**src/rtl/fetch_prefetch_queue.sv**
```systemverilog
// Instruction fetch unit with a small prefetch FIFO between instruction memory
// and the registered Decode-stage outputs; an Execute redirect flushes everything.
module fetch_prefetch_queue #(
    parameter int              XLEN     = 32,
    parameter int              DEPTH    = 4,
    parameter logic [XLEN-1:0] RESET_PC = 32'h0000_0000
) (
    input  logic                     clk,
    input  logic                     rst,
    input  logic                     PCSrcE,
    input  logic [XLEN-1:0]          PCTargetE,
    input  logic                     StallD,
    output logic                     imem_req,
    output logic [XLEN-1:0]          imem_addr,
    input  logic [XLEN-1:0]          imem_rdata,
    input  logic                     imem_waitrequest,
    output logic [XLEN-1:0]          InstrD,
    output logic [XLEN-1:0]          PCD,
    output logic [XLEN-1:0]          PCPlus4D,
    output logic                     ValidD,
    output logic [$clog2(DEPTH):0]   fq_count,
    output logic                     fq_empty,
    output logic                     fq_full
);

    localparam int              PW      = $clog2(DEPTH);
    localparam int              CW      = PW + 1;
    localparam logic [CW-1:0]   DEPTH_C = CW'(DEPTH);
    localparam logic [XLEN-1:0] PC_STEP = XLEN'(4);

    logic [XLEN-1:0] fetch_pc;
    logic [PW-1:0]   head;
    logic [PW-1:0]   tail;
    logic [CW-1:0]   count;
    logic [XLEN-1:0] q_instr [DEPTH];
    logic [XLEN-1:0] q_pc    [DEPTH];

    logic not_full;
    logic accept;
    logic pop;

    assign not_full  = (count < DEPTH_C);
    assign imem_req  = rst & ~PCSrcE & not_full;
    assign accept    = imem_req & ~imem_waitrequest;
    assign pop       = ~PCSrcE & ~StallD & (count != '0);
    assign imem_addr = fetch_pc;

    assign fq_count = count;
    assign fq_empty = (count == '0);
    assign fq_full  = (count == DEPTH_C);

    always_ff @(posedge clk or negedge rst) begin
        if (!rst) begin
            fetch_pc <= RESET_PC;
            head     <= '0;
            tail     <= '0;
            count    <= '0;
        end else if (PCSrcE) begin
            fetch_pc <= PCTargetE;
            head     <= '0;
            tail     <= '0;
            count    <= '0;
        end else begin
            if (accept) begin
                fetch_pc <= fetch_pc + PC_STEP;
                tail     <= tail + PW'(1);
            end
            if (pop) begin
                head <= head + PW'(1);
            end
            case ({accept, pop})
                2'b10:   count <= count + CW'(1);
                2'b01:   count <= count - CW'(1);
                default: count <= count;
            endcase
        end
    end

    // Entries are only ever read while count > 0, so the array needs no reset.
    always_ff @(posedge clk) begin
        if (accept) begin
            q_instr[tail] <= imem_rdata;
            q_pc[tail]    <= fetch_pc;
        end
    end

    always_ff @(posedge clk or negedge rst) begin
        if (!rst) begin
            InstrD   <= '0;
            PCD      <= '0;
            PCPlus4D <= '0;
            ValidD   <= 1'b0;
        end else if (PCSrcE || (!StallD && !pop)) begin
            InstrD   <= '0;
            PCD      <= '0;
            PCPlus4D <= '0;
            ValidD   <= 1'b0;
        end else if (pop) begin
            InstrD   <= q_instr[head];
            PCD      <= q_pc[head];
            PCPlus4D <= q_pc[head] + PC_STEP;
            ValidD   <= 1'b1;
        end
    end

endmodule

```
**config.mk**
```make
export PLATFORM = sky130hd
export DESIGN_NAME = fetch_prefetch_queue
export DESIGN_NICKNAME = d
export VERILOG_FILES = /design/src/rtl/fetch_prefetch_queue.sv
export SDC_FILE = /design/constraint.sdc
export NUM_CORES = 1
export LEC_CHECK = 0
export BUFFER_PORTS_ARGS = -buffer_cell sky130_fd_sc_hd__buf_4
export CAP_MARGIN = 20
export CORE_MARGIN = 2
export CORE_UTILIZATION = 52
export CTS_CLUSTER_DIAMETER = 80
export DETAILED_ROUTE_END_ITERATION = 8
export PLACE_DENSITY = 0.74
export SYNTH_ARGS = -nofsm -noshare
export SYNTH_HDL_FRONTEND = slang
export SYNTH_SLANG_ARGS = --single-unit
```
**constraint.sdc**
```tcl
create_clock -name clk -period 3.6 [get_ports clk]
set_input_delay 1.08 -clock clk [delete_from_list [all_inputs] [get_ports clk]]
set_output_delay 1.08 -clock clk [all_outputs]
set_load 0.01 [all_outputs]
```
After elaboration in Yosys (flattened, before gate mapping)
Memories as Yosys holds them, arrays and structs flattened.
Index checks and enable logic that the tools add are counted.
{"block": "word_totals", "ram_bits": 256, "n_memories": 2, "regBits": 136, "input_bits": 69, "word_cells": 56}
{"memory": "q_instr", "words": 4, "width": 32, "rd": 1, "rd_clocked_by_memory_dff": 0, "wr": 1, "line": "35", "rtl": "logic [XLEN-1:0] q_instr [DEPTH];"}
{"memory": "q_pc", "words": 4, "width": 32, "rd": 1, "rd_clocked_by_memory_dff": 0, "wr": 1, "line": "36", "rtl": "logic [XLEN-1:0] q_pc [DEPTH];"}
{"block": "classes", "eq_ne": 3, "magnitude_cmp": 1, "n_mux": 18, "addsub": 6, "reduce_logical": 10, "n_bitwise": 8}
{"operator": "2-to-1 mux 32 bit", "count": 8}
{"operator": "adder 32 x 3 -> 32 bit (second input constant)", "count": 2}
{"operator": "2-to-1 mux 2 bit", "count": 4}
{"operator": "one-hot mux 3 bit (2 select lines)", "count": 1}
{"operator": "nonzero test 2 bit", "count": 3}
{"operator": "nonzero test 3 bit", "count": 2}
{"operator": "bitwise AND 1 bit", "count": 5}
{"operator": "adder 2 x 1 -> 2 bit (second input constant)", "count": 2}
{"operator": "2-to-1 mux 1 bit", "count": 4}
{"operator": "adder 3 x 1 -> 3 bit (second input constant)", "count": 1}
{"operator": "== test 3 bit (second input constant)", "count": 1}
{"operator": "zero test 3 bit", "count": 1}
{"operator": "< comparator 3 bit (second input constant)", "count": 1}
{"operator": "2-to-1 mux 3 bit", "count": 1}
{"operator": "NOT 1 bit", "count": 3}
{"operator": "subtractor 3 x 1 -> 3 bit (second input constant)", "count": 1}
{"operator": "== test 2 x 1 -> 1 bit (second input constant)", "count": 1}
{"operator": "== test 2 bit (second input constant)", "count": 1}
{"operator": "zero test 1 bit", "count": 2}
{"operator": "logical AND 1 bit", "count": 1}
{"operator": "logical OR 1 bit", "count": 1}

Depth between registers and ports, before layout
Gate-level depths: netlist of the first run.
{"block": "logic_depth", "ltp_word": 7, "ltp_mapped": 11}

Worst setup path before layout of the first run
No wires, ideal clock.
{"block": "synth_timing", "path_kind": "input port to flip-flop", "from": "in PCSrcE", "to": "mem q_instr[0][0], enable pin", "setup_slack_ns": -0.789, "stages": 5, "setup_time_ns": 0.429, "path_buffers": 3, "arrival_time_ns": 3.960, "path_cell_list": "clkbuf_1 nor4b_2 clkbuf_1 clkbuf_1 and2_1"}
{"block": "synth_between", "elab_chain_len": 6}
{"element": "start, declared", "line": "10", "rtl": "input logic PCSrcE,"}
{"element": "NOT 1 bit", "line": "43", "rtl": "assign imem_req = rst & ~PCSrcE & not_full;"}
{"element": "bitwise AND 1 bit (2 in a row)", "line": "43"}
{"element": "bitwise AND 1 bit", "line": "44", "rtl": "assign accept = imem_req & ~imem_waitrequest;"}
{"element": "2-to-1 mux 1 bit", "line": "81", "rtl": "if (accept) begin"}
{"element": "2-to-1 mux 1 bit (not written as such)", "line": "82", "rtl": "q_instr[tail] <= imem_rdata;"}
{"element": "end, declared", "line": "35"}
Every way passes these cells.

Worst setup path after layout of the first run
{"block": "layout_timing", "from": "reg head[0]", "to": "reg PCPlus4D[22]"}
{"block": "layout_between", "elab_chain_len": 4}
{"element": "start, declared", "line": "32", "rtl": "logic [PW-1:0] head;"}
{"element": "start signal, assigned", "line": "69", "rtl": "head <= head + PW'(1);"}
{"element": "memory (4 x 32 bit)"}
{"element": "adder 32 x 3 -> 32 bit", "line": "101", "rtl": "PCPlus4D <= q_pc[head] + PC_STEP;"}
{"element": "2-to-1 mux 32 bit", "line": "98", "rtl": "end else if (pop) begin"}
{"element": "2-to-1 mux 32 bit", "line": "93", "rtl": "end else if (PCSrcE || (!StallD && !pop)) begin"}
{"element": "end signal, assigned", "line": "101"}
{"element": "end, declared", "line": "19", "rtl": "output logic [XLEN-1:0] PCPlus4D,"}
Every way passes these cells. The select of a mux whose other input is x is not followed.
A chain may end at the register's enable or synchronous reset.

==> results of run 1 <==
[kinds of logic after synthesis]
logic type	share of synthesized area, %
AO/OA/AOI/OAI	7.845
XOR/XNOR	0.9576
adder cells (fa/ha/maj)	0.6115
buffers and inverters	2.076
flip-flops	71.00
multiplexers	9.672
AND/OR/NAND/NOR	7.837
[Yosys cell counts (all sizes together), types with 2 or more instances]
cell	n
a211o	7
a21o	2
a21oi	13
a221o	15
a22o	46
a31o	2
a31oi	12
a41oi	4
and2	11
and3	17
and4	6
buf	19
clkbuf	36
dfrtp	134
edfxtp	256
ha	6
inv	9
mux2	2
mux4	64
nand2	105
nand3	19
nand4	15
nor2	35
nor3	11
nor3b	4
nor4	7
nor4b	2
o211ai	9
o21ai	40
o311ai	10
xnor2	14
xor2	3
[layout make-up]
cell class                 instances  area share (%)
timing repair buffer             235           9.921
sequential                       390           58.27
multi-input combinational        496           22.28
tap                              390           2.574
clock buffer                      59           5.980
inverter                           9          0.1782
clock inverter                    14          0.7921
[registers in the layout, indices dropped and copies added, names as in the netlist]
| name | flops |
|---|---|
| PCPlus4D | 30 |
| q_instr | 128 |
| tail | 2 |
| InstrD | 32 |
| fq_count | 3 |
| ValidD | 1 |
| imem_addr | 32 |
| head | 2 |
| q_pc | 128 |
| PCD | 32 |
[worst register-to-register path, delay by kind of cell, from the launching register on]
family	cells	cell delay [ns]
adder cells (fa/ha/maj)	1	0.24
AND/OR/NAND/NOR	2	0.96
flip-flops	1	0.63
multiplexers	1	0.54
AO/OA/AOI/OAI	2	0.49
[power groups by stage]
| stage | Sequential (W) | Combinational, W | Clock [W] |
|---|---|---|---|
| 6_report | 0.00562 | 0.00247 | 0.00405 |
| 5_1_grt | 0.00567 | 0.00267 | 0.00430 |
| 3_5_place_dp | 0.00570 | 0.00249 | 0 |
| 4_1_cts | 0.00562 | 0.00250 | 0.00412 |
| 3_3_place_gp | 0.00569 | 0.00244 | 0 |
| 2_1_floorplan | 0.00565 | 0.00147 | 0 |
[routing by layer]
layer	vias to the layer above	wire length (um)	GRT usage, %
met2	398	17640	37.58
met1	4912	15680	34.33
met5	-	0	0
met4	0	705	6.405
met3	57	2234	3.458
li1	4200	-	-
[placed cells by master (no fill, tap or decap), drive strengths merged, types with 2 or more instances in the layout]
master,n
a211o,7
a21o,2
a21oi,13
a221o,15
a22o,46
a31o,2
a31oi,12
a41oi,4
and2,11
and3,17
and4,6
buf,235
bufinv,3
clkbuf,59
clkinv,8
dfrtp,134
edfxtp,256
ha,6
inv,12
mux2,2
mux4,64
nand2,105
nand3,19
nand4,15
nor2,35
nor3,11
nor3b,4
nor4,7
nor4b,2
o211ai,9
o21ai,40
o311ai,10
xnor2,14
xor2,3
[per-stage QoR]
step                power [W]  instances
finish                0.01214       1593
global route          0.01264       1593
CTS                   0.01224       1593
detailed placement   0.008195       1520
global placement     0.008134       1519
floorplan            0.007116        951
[path summary, 6_finish.rpt]
path	startpoint	to	slack, ns	depth (start not counted)
setup / recovery	head[0]	PCPlus4D[22]	0.64	6
hold / removal	rst	tail[0]	0.40	1
setup reg to reg	head[0]	PCPlus4D[22]	0.64	6
hold reg to reg	PCD[23]	PCD[23]	0.48	2
max in group asynchronous	rst	PCPlus4D[21]	2.07	2
min in group clk	PCD[23]	PCD[23]	0.48	2
==> impl_metrics.ini, run 1 <==
[status]
status = finished clean

[timing]
worst_pin_slew_ns = 0.9063
skew_ns = 0.009920
maxSlewViolCount = 0
finalHoldViolCount = 0
rsz0062_at_grt = false
setup_viol = 0
tns_ns = 0
fmax_ghz = 0.3376
period_share_pct = 82.27
period_minus_slack_ns = 2.962
slew_headroom_pct = 39.45
fin_ws_ns = 0.6381
hold_ws_ns = 0.3952

[clocking]
clock-sinks = 390
cts_setup_buffers = 0
cts_tree = built
clockBufferDepth = 3
cts-root-buf = clkbuf_16
clk_latency_ns = 0.53
cts_hold_buffers = 0
htreeDepth = 2
cts_made_buffers = 40
path_clk_slew_ns = 0.06
ctsResizeCount = 0

[yosys]
postSynthAreaPerCell_um2 = 16.35
synthFlopType = edfxtp_1
synth_top_cell_by_area = edfxtp_1
yosysWarnings = 0
synth_edf_count = 256
synth_cell_types = 57
ys_async_sr_fraction_pct = 34.36
synthCells = 951
synthesis.nets = 1027
synth_top_area_share_pct = 49.44
synth_area_leaders = edfxtp_1 (49%), dfrtp_1 (22%), mux4_2 (8.1%), a22o_1 (2.6%), nand2_1 (2.5%)
ys_ff_latch = 390
synthesis.area_um2 = 15550
ys_seq_area_share_pct = 71.00

[global_route]
antenna_found_initial = 0
grt_pass1_vias = 9451
grtUsageTotal_pct = 23.53
grt_first_pass_wirelength_um = 55990
overflow = 0
grt_start_max_net_pins = 65

[placed_design]
place_area_um2 = 17670
post-place-ws_ns = 0.6132
numPortBuffers = 203
place_congestion = 0.8404
hpwlAfterDp_um = 23500

[final_layout]
postLayoutCoreUtil_pct = 64.13
num-fill-cells = 2071
seq_area_um2 = 11050
area_growth_pct = 21.90
drive_gt1_share_pct = 30.67
layout.nets = 1248
stdcell_area_um2 = 18960
diodes = 0
multi_input_area_um2 = 4224

[hold_path]
hp-class = in -> async

[route]
drc = 0
vias_per_cell = 6.006
drt_wl_total_um = 36260
vias = 9567
drt-initial-drc-count = 1061
dr.pass1.iters = 5
wl_per_cell_um = 22.76
drtAntennaViolNets = 0

[die]
rows = 63
die_h_um = 176.9
core_area_um2 = 29560
start_util_pct = 52.61
ios = 204
chipWidth_um = 176.9
die-area_um2 = 31300

[power_and_ir_drop]
leakage_nw = 7.437
internal-power_w = 0.008839
seqPwrFrac_pct = 46.3
swShare_pct = 27.20
clkPwrFrac_pct = 33.3
switchingPower_w = 0.003303
powerDensity_nw_per_um2 = 640.6
irDropWorstVdd_mv = 0.4402
combPwrFrac_pct = 20.4

[worst_setup_path]
cp-end-kind = register
worstSetupPathType = reg -> reg
setup.worst_path.start_class = register
crit_fanout = 20
cpPeakStageDelay_ns = 0.70
cp_slowest_cell = nor4_4
cpLargestDelayFamily = simple AND/OR/NAND/NOR gates
required_ns = 4.01
arrival_ns = 3.38
crit_buf_inv = 0
crit_chain = mux4_1 -> ha_1 -> nand3_1 -> nor4_4 -> a31oi_1 -> a221o_1

[job]
drv_cap = 0
Note: power is estimated with default switching activity, not from simulation.
==> inputs of run 2 (changes only) <==
==> constraint.sdc (replaced) <==
create_clock -name clk -period 2.6 [get_ports clk]
set_input_delay 0.78 -clock clk [delete_from_list [all_inputs] [get_ports clk]]
set_output_delay 0.78 -clock clk [all_outputs]
set_load 0.01 [all_outputs]
==> impl_metrics.ini, run 2 (synthesized netlist as in run 1, its figures left out) <==
[final_layout]
final_common_cell = edfxtp_1
fin_cells = 1616
reg.largest.list = q_instr x128, q_pc x128
drive_gt1_share_pct = 33.52
area_growth_pct = 24.64
layout.nets = 1270
diodes = 0
final_cell_mix = edfxtp_1 (256), buf_4 (235), dfrtp_1 (132)

[timing]
worst_pin_slew_ns = 0.7766
period_minus_slack_ns = 2.412
setup_viol = 0
slew_headroom_pct = 48.22
period_share_pct = 92.76
fmax_ghz = 0.4146
finalHoldViolCount = 0
maxSlewViolCount = 0
skew_ns = 0.01514
rsz0062_at_grt = false
tns_ns = 0

[power_and_ir_drop]
swShare_pct = 26.98
leakage_nw = 7.616
internal-power_w = 0.01256
irDropWorstVdd_mv = 0.3907
seqPwrFrac_pct = 44.5
powerDensity_nw_per_um2 = 887.6
combPwrFrac_pct = 21.8
switchingPower_w = 0.004641
clkPwrFrac_pct = 33.7

[job]
drv_cap = 0

[clocking]
cts_tree = built
clock-sinks = 390
htreeDepth = 2
clk_latency_ns = 0.53
clockBufferDepth = 3
cts_made_buffers = 40
cts_hold_buffers = 0
path_clk_slew_ns = 0.06
cts-root-buf = clkbuf_16

[worst_setup_path]
crit_chain = buf_4 -> mux4_2 -> nand4_4 -> nor4_4 -> buf_12 -> a41oi_1 -> a221o_1
cpPeakStageDelay_ns = 0.49
crit_buf_inv = 2
cpLargestDelayFamily = simple AND/OR/NAND/NOR gates
required_ns = 3.00
cp_slowest_cell = dfrtp_4
startpoint = head[0]
reg2reg_depth = 7
arrival_ns = 2.82
r2r-start = head[0]
worstSetupPathType = reg -> reg
crit_cells = 7
setup.worst_path.start_class = register
cp-end-kind = register
crit_fanout = 17

[global_route]
grtUsageTotal_pct = 22.42
grt_pass1_vias = 9542
grt_first_pass_wirelength_um = 53750
antenna_found_initial = 0
grt_start_max_net_pins = 133
overflow = 0

[die]
die_h_um = 176.9
start_util_pct = 52.61
die-area_um2 = 31300
core_area_um2 = 29560
rows = 63
chipWidth_um = 176.9
ios = 204

[placed_design]
place_congestion = 0.8715
numPortBuffers = 203
placedCellCount = 1539
hpwlAfterDp_um = 22500

[route]
drtAntennaViolNets = 0
drc = 0
vias = 9593
drt_wl_total_um = 35060
wl_per_cell_um = 21.70
dr.pass1.iters = 5
vias_per_cell = 5.936
drt-initial-drc-count = 851

[hold_path]
hp-class = in -> async

[status]
status = finished clean
-- run 2: worst paths after layout --
path	to	slack [ns]
min reg2reg	PCD[23]	0.48
max	PCPlus4D[29]	0.19
max reg2reg	PCPlus4D[29]	0.19
min	imem_addr[16]	0.05
max in group asynchronous	InstrD[2]	1.59
min in group clk	q_instr[3][24]	0.45
-- run 2: stage by stage --
step | setup slack [ns] | hold WS [ns] | utilization (%) | power [W] | instance area (um2)
floorplan | -0.3291 | 0.4844 | - | 0.009874 | 15630
global placement | 0.05446 | 0.4631 | 60.78 | 0.01140 | 17970
detailed placement | 0.01028 | 0.4675 | 60.78 | 0.01148 | 17970
CTS | 0.02846 | 0.01863 | 65.40 | 0.01730 | 19330
global route | 0.05388 | 0.02682 | 65.57 | 0.01792 | 19380
finish | 0.1883 | 0.04917 | 65.57 | 0.01720 | 19380
-- run 2: cell type report --
class                           count  area, um2
Inverter                            9      33.78
Tap cell                          390      488.0
Clock buffer                       54       1166
Fill cell                        2014      10180
Clock inverter                     20      196.4
Timing Repair Buffer              257       2196
Multi-Input combinational cell    496       4255
Sequential cell                   390      11050
-- run 2: layer usage --
layer,share of wire (%),vias up,GRT usage (%)
met5,0,-,0
met1,44,4914,32.38
met3,6.5,48,3.887
met2,48,392,35.60
met4,2.0,0,6.302
li1,-,4239,-
-- run 2: worst register-to-register path, cell delays in order (launching register included) --
cell	delay (ns)
dfrtp_4	0.49
buf_4	0.19
mux4_2	0.42
nand4_4	0.19
nor4_4	0.41
buf_12	0.19
a41oi_1	0.12
a221o_1	0.29
-- run 2: power by group through the flow --
stage | registers [W] | clock network (W) | logic, W
floorplan | 0.00782 | 0 | 0.00206
global placement | 0.00782 | 0 | 0.00358
detailed placement | 0.00784 | 0 | 0.00364
CTS | 0.00772 | 0.00592 | 0.00366
global route | 0.00771 | 0.00616 | 0.00405
finish | 0.00765 | 0.00580 | 0.00376
-- run 2: what timing repair did --
item	CTS	global route
gates resized for setup	1	3
setup buffers	0	3
endpoints found under the setup margin	1	5
==> inputs of run 3 (changes only) <==
--- a/config.mk
+++ b/config.mk
@@ -5,13 +5,14 @@
 export SDC_FILE = /design/constraint.sdc
 export NUM_CORES = 1
 export LEC_CHECK = 0
+export ABC_AREA = 1
 export BUFFER_PORTS_ARGS = -buffer_cell sky130_fd_sc_hd__buf_4
 export CAP_MARGIN = 20
 export CORE_MARGIN = 2
-export CORE_UTILIZATION = 52
+export CORE_UTILIZATION = 61
 export CTS_CLUSTER_DIAMETER = 80
 export DETAILED_ROUTE_END_ITERATION = 8
-export PLACE_DENSITY = 0.74
+export PLACE_DENSITY = 0.81
 export SYNTH_ARGS = -nofsm -noshare
 export SYNTH_HDL_FRONTEND = slang
 export SYNTH_SLANG_ARGS = --single-unit
==> constraint.sdc (replaced) <==
create_clock -name clk -period 2.9 [get_ports clk]
set_input_delay 0.87 -clock clk [delete_from_list [all_inputs] [get_ports clk]]
set_output_delay 0.87 -clock clk [all_outputs]
set_load 0.01 [all_outputs]
==> impl_metrics.ini, run 3 <==
[clocking]
cts_setup_buffers = 0
htreeDepth = 2
clockBufferDepth = 3
clock-sinks = 390
path_clk_slew_ns = 0.06
ctsResizeCount = 0
cts_made_buffers = 40
cts_hold_buffers = 0
cts-root-buf = clkbuf_16
clk_latency_ns = 0.54
cts_tree = built

[worst_setup_path]
arrival_ns = 3.07
cp-end-kind = register
crit_end = PCPlus4D[26]
timing.rr.end = PCPlus4D[26]
crit_buf_inv = 2
required_ns = 3.37
crit_cells = 12
reg2reg_depth = 12
crit_chain = buf_4 -> buf_4 -> nand2_1 -> nand3_1 -> nand2_1 -> nor2_1 -> nand2_1 -> nor2_1 -> nand3_1 -> nand2_1 -> nand3_1 -> nand2_1
cpMostUsedCell = nand2_1
worstSetupPathType = reg -> reg
startpoint = head[0]
r2r-start = head[0]
cp_slowest_cell = dfrtp_4
reg2reg_setup_slack_ns = 0.31
cpPeakStageDelay_ns = 0.66
cpLargestDelayFamily = simple AND/OR/NAND/NOR gates
setup.worst_path.start_class = register
crit_fanout = 32

[die]
die-area_um2 = 29110
chipWidth_um = 170.6
ios = 204
core_area_um2 = 27100
rows = 60
die_h_um = 170.6
start_util_pct = 62.49

[route]
dr.pass1.iters = 6
vias = 13120
drc = 0
vias_per_cell = 5.789
drt-initial-drc-count = 1751
drt_wl_total_um = 43510
drtAntennaViolNets = 0
wl_per_cell_um = 19.19

[status]
status = finished clean

[timing]
tns_ns = 0
finalHoldViolCount = 0
period_share_pct = 89.45
skew_ns = 0.01721
fmax_ghz = 0.3855
period_minus_slack_ns = 2.594
slew_headroom_pct = 49.18
setup_viol = 0
maxSlewViolCount = 0
worst_pin_slew_ns = 0.7623
rsz0062_at_grt = false

[power_and_ir_drop]
leakage_nw = 8.683
total_power_w = 0.01621
powerDensity_nw_per_um2 = 797.4
irDropWorstVdd_mv = 0.5949

[yosys]
synthFlopType = edfxtp_1
ys_ff_latch = 390
synth.most_common_cell = nand2_1
yosysWarnings = 0
synthesis.area_um2 = 16940
synthesis.nets = 1736
synth_edf_count = 256
synth_cell_types = 35
ys_async_sr_fraction_pct = 34.36
synth_top_cell_by_area = edfxtp_1
synth_common_cells = nand2_1 (538), edfxtp_1 (256), nor2_1 (151), dfrtp_1 (134), nand3_1 (118)
postSynthAreaPerCell_um2 = 10.20
synthCells = 1660
synth_area_leaders = edfxtp_1 (45%), dfrtp_1 (20%), nand2_1 (12%), nand3_1 (3.5%), o21ai_0 (3.5%)
ys_seq_area_share_pct = 65.19
synth_top_area_share_pct = 45.39

[final_layout]
fin_cells = 2267
num-fill-cells = 1783
area_growth_pct = 20.01
final_cell_mix = nand2_1 (538), edfxtp_1 (256), buf_4 (232)
final_common_cell = nand2_1
seq_area_um2 = 11050
reg.largest.list = q_instr x128, q_pc x128
multi_input_area_um2 = 5243
diodes = 0
layout.nets = 1940
drive_gt1_share_pct = 18.31

[job]
drv_cap = 0

[global_route]
grt_pass1_vias = 12630
antenna_found_initial = 0
grt_start_max_net_pins = 135
grtUsageTotal_pct = 30.02
grt_first_pass_wirelength_um = 67640
overflow = 0

[placed_design]
hpwlAfterDp_um = 28080
place_congestion = 0.8888
placedCellCount = 2194
numPortBuffers = 203

[hold_path]
min_path_cells = 2
hp-class = reg -> reg
-- run 3: layout make-up --
class                      instances  area share (%)
sequential                       390           54.34
multi-input combinational       1116           25.79
clock buffer                      57           5.965
clock inverter                    16          0.8680
tap                              372           2.290
timing repair buffer             240           9.314
inverter                          76           1.428
-- run 3: worst min path at each step --
stage               slack [ns]         start      endpoint
floorplan                 0.51       tail[0]       tail[0]
global placement          0.47       PCD[24]       PCD[24]
detailed placement        0.47        PCD[8]        PCD[8]
CTS                       0.49       PCD[21]       PCD[21]
global route              0.52  PCPlus4D[11]  PCPlus4D[11]
finish                    0.49       PCD[21]       PCD[21]
-- run 3: worst min-delay path, delay by kind of cell (launching register included) --
kind | cells | cell delay [ns]
DFF | 1 | 0.34
AOI/OAI and AO/OA | 1 | 0.06
and+or+nand+nor | 1 | 0.05
-- run 3: layer usage --
| layer | GRT usage [%] | routed length, um |
|---|---|---|
| met1 | 42.94 | 18090 |
| met2 | 48.37 | 20530 |
| met3 | 4.187 | 3626 |
| met4 | 9.402 | 1259 |
| met5 | 0 | 0 |
-- run 3: per-stage QoR --
| stage | util (%) | worst slack [ns] | hold slack, ns | cell area [um2] |
|---|---|---|---|---|
| finish | 75.00 | 0.3059 | 0.4851 | 20330 |
| global route | 75.00 | 0.08158 | 0.5176 | 20330 |
| CTS | 75.00 | 0.3405 | 0.4882 | 20330 |
| detailed placement | 69.88 | 0.2775 | 0.4736 | 18940 |
| global placement | 69.88 | 0.3511 | 0.4666 | 18940 |
| floorplan | - | 0.02988 | 0.5129 | 16980 |
-- run 3: where the power goes --
group,switching (W),total [W],internal [W],leakage (nW)
Combinational,0.00257,0.00397,0.00139,3.91
Sequential,0.000482,0.00694,0.00646,4.09
Clock,0.00211,0.00530,0.00319,0.683
Total,0.00517,0.0162,0.0110,8.68
-- run 3: kinds of logic (layout without fill, tap and decap cells) --
family,count (synthesis),count (layout),share of synthesized area [%]
AO/OA/AOI/OAI,225,225,8.149
XOR/XNOR,22,22,1.138
flip-flops,390,390,65.19
AND/OR/NAND/NOR,862,862,20.83
adder cells (fa/ha/maj),7,7,0.5615
buffers and inverters,154,389,4.130
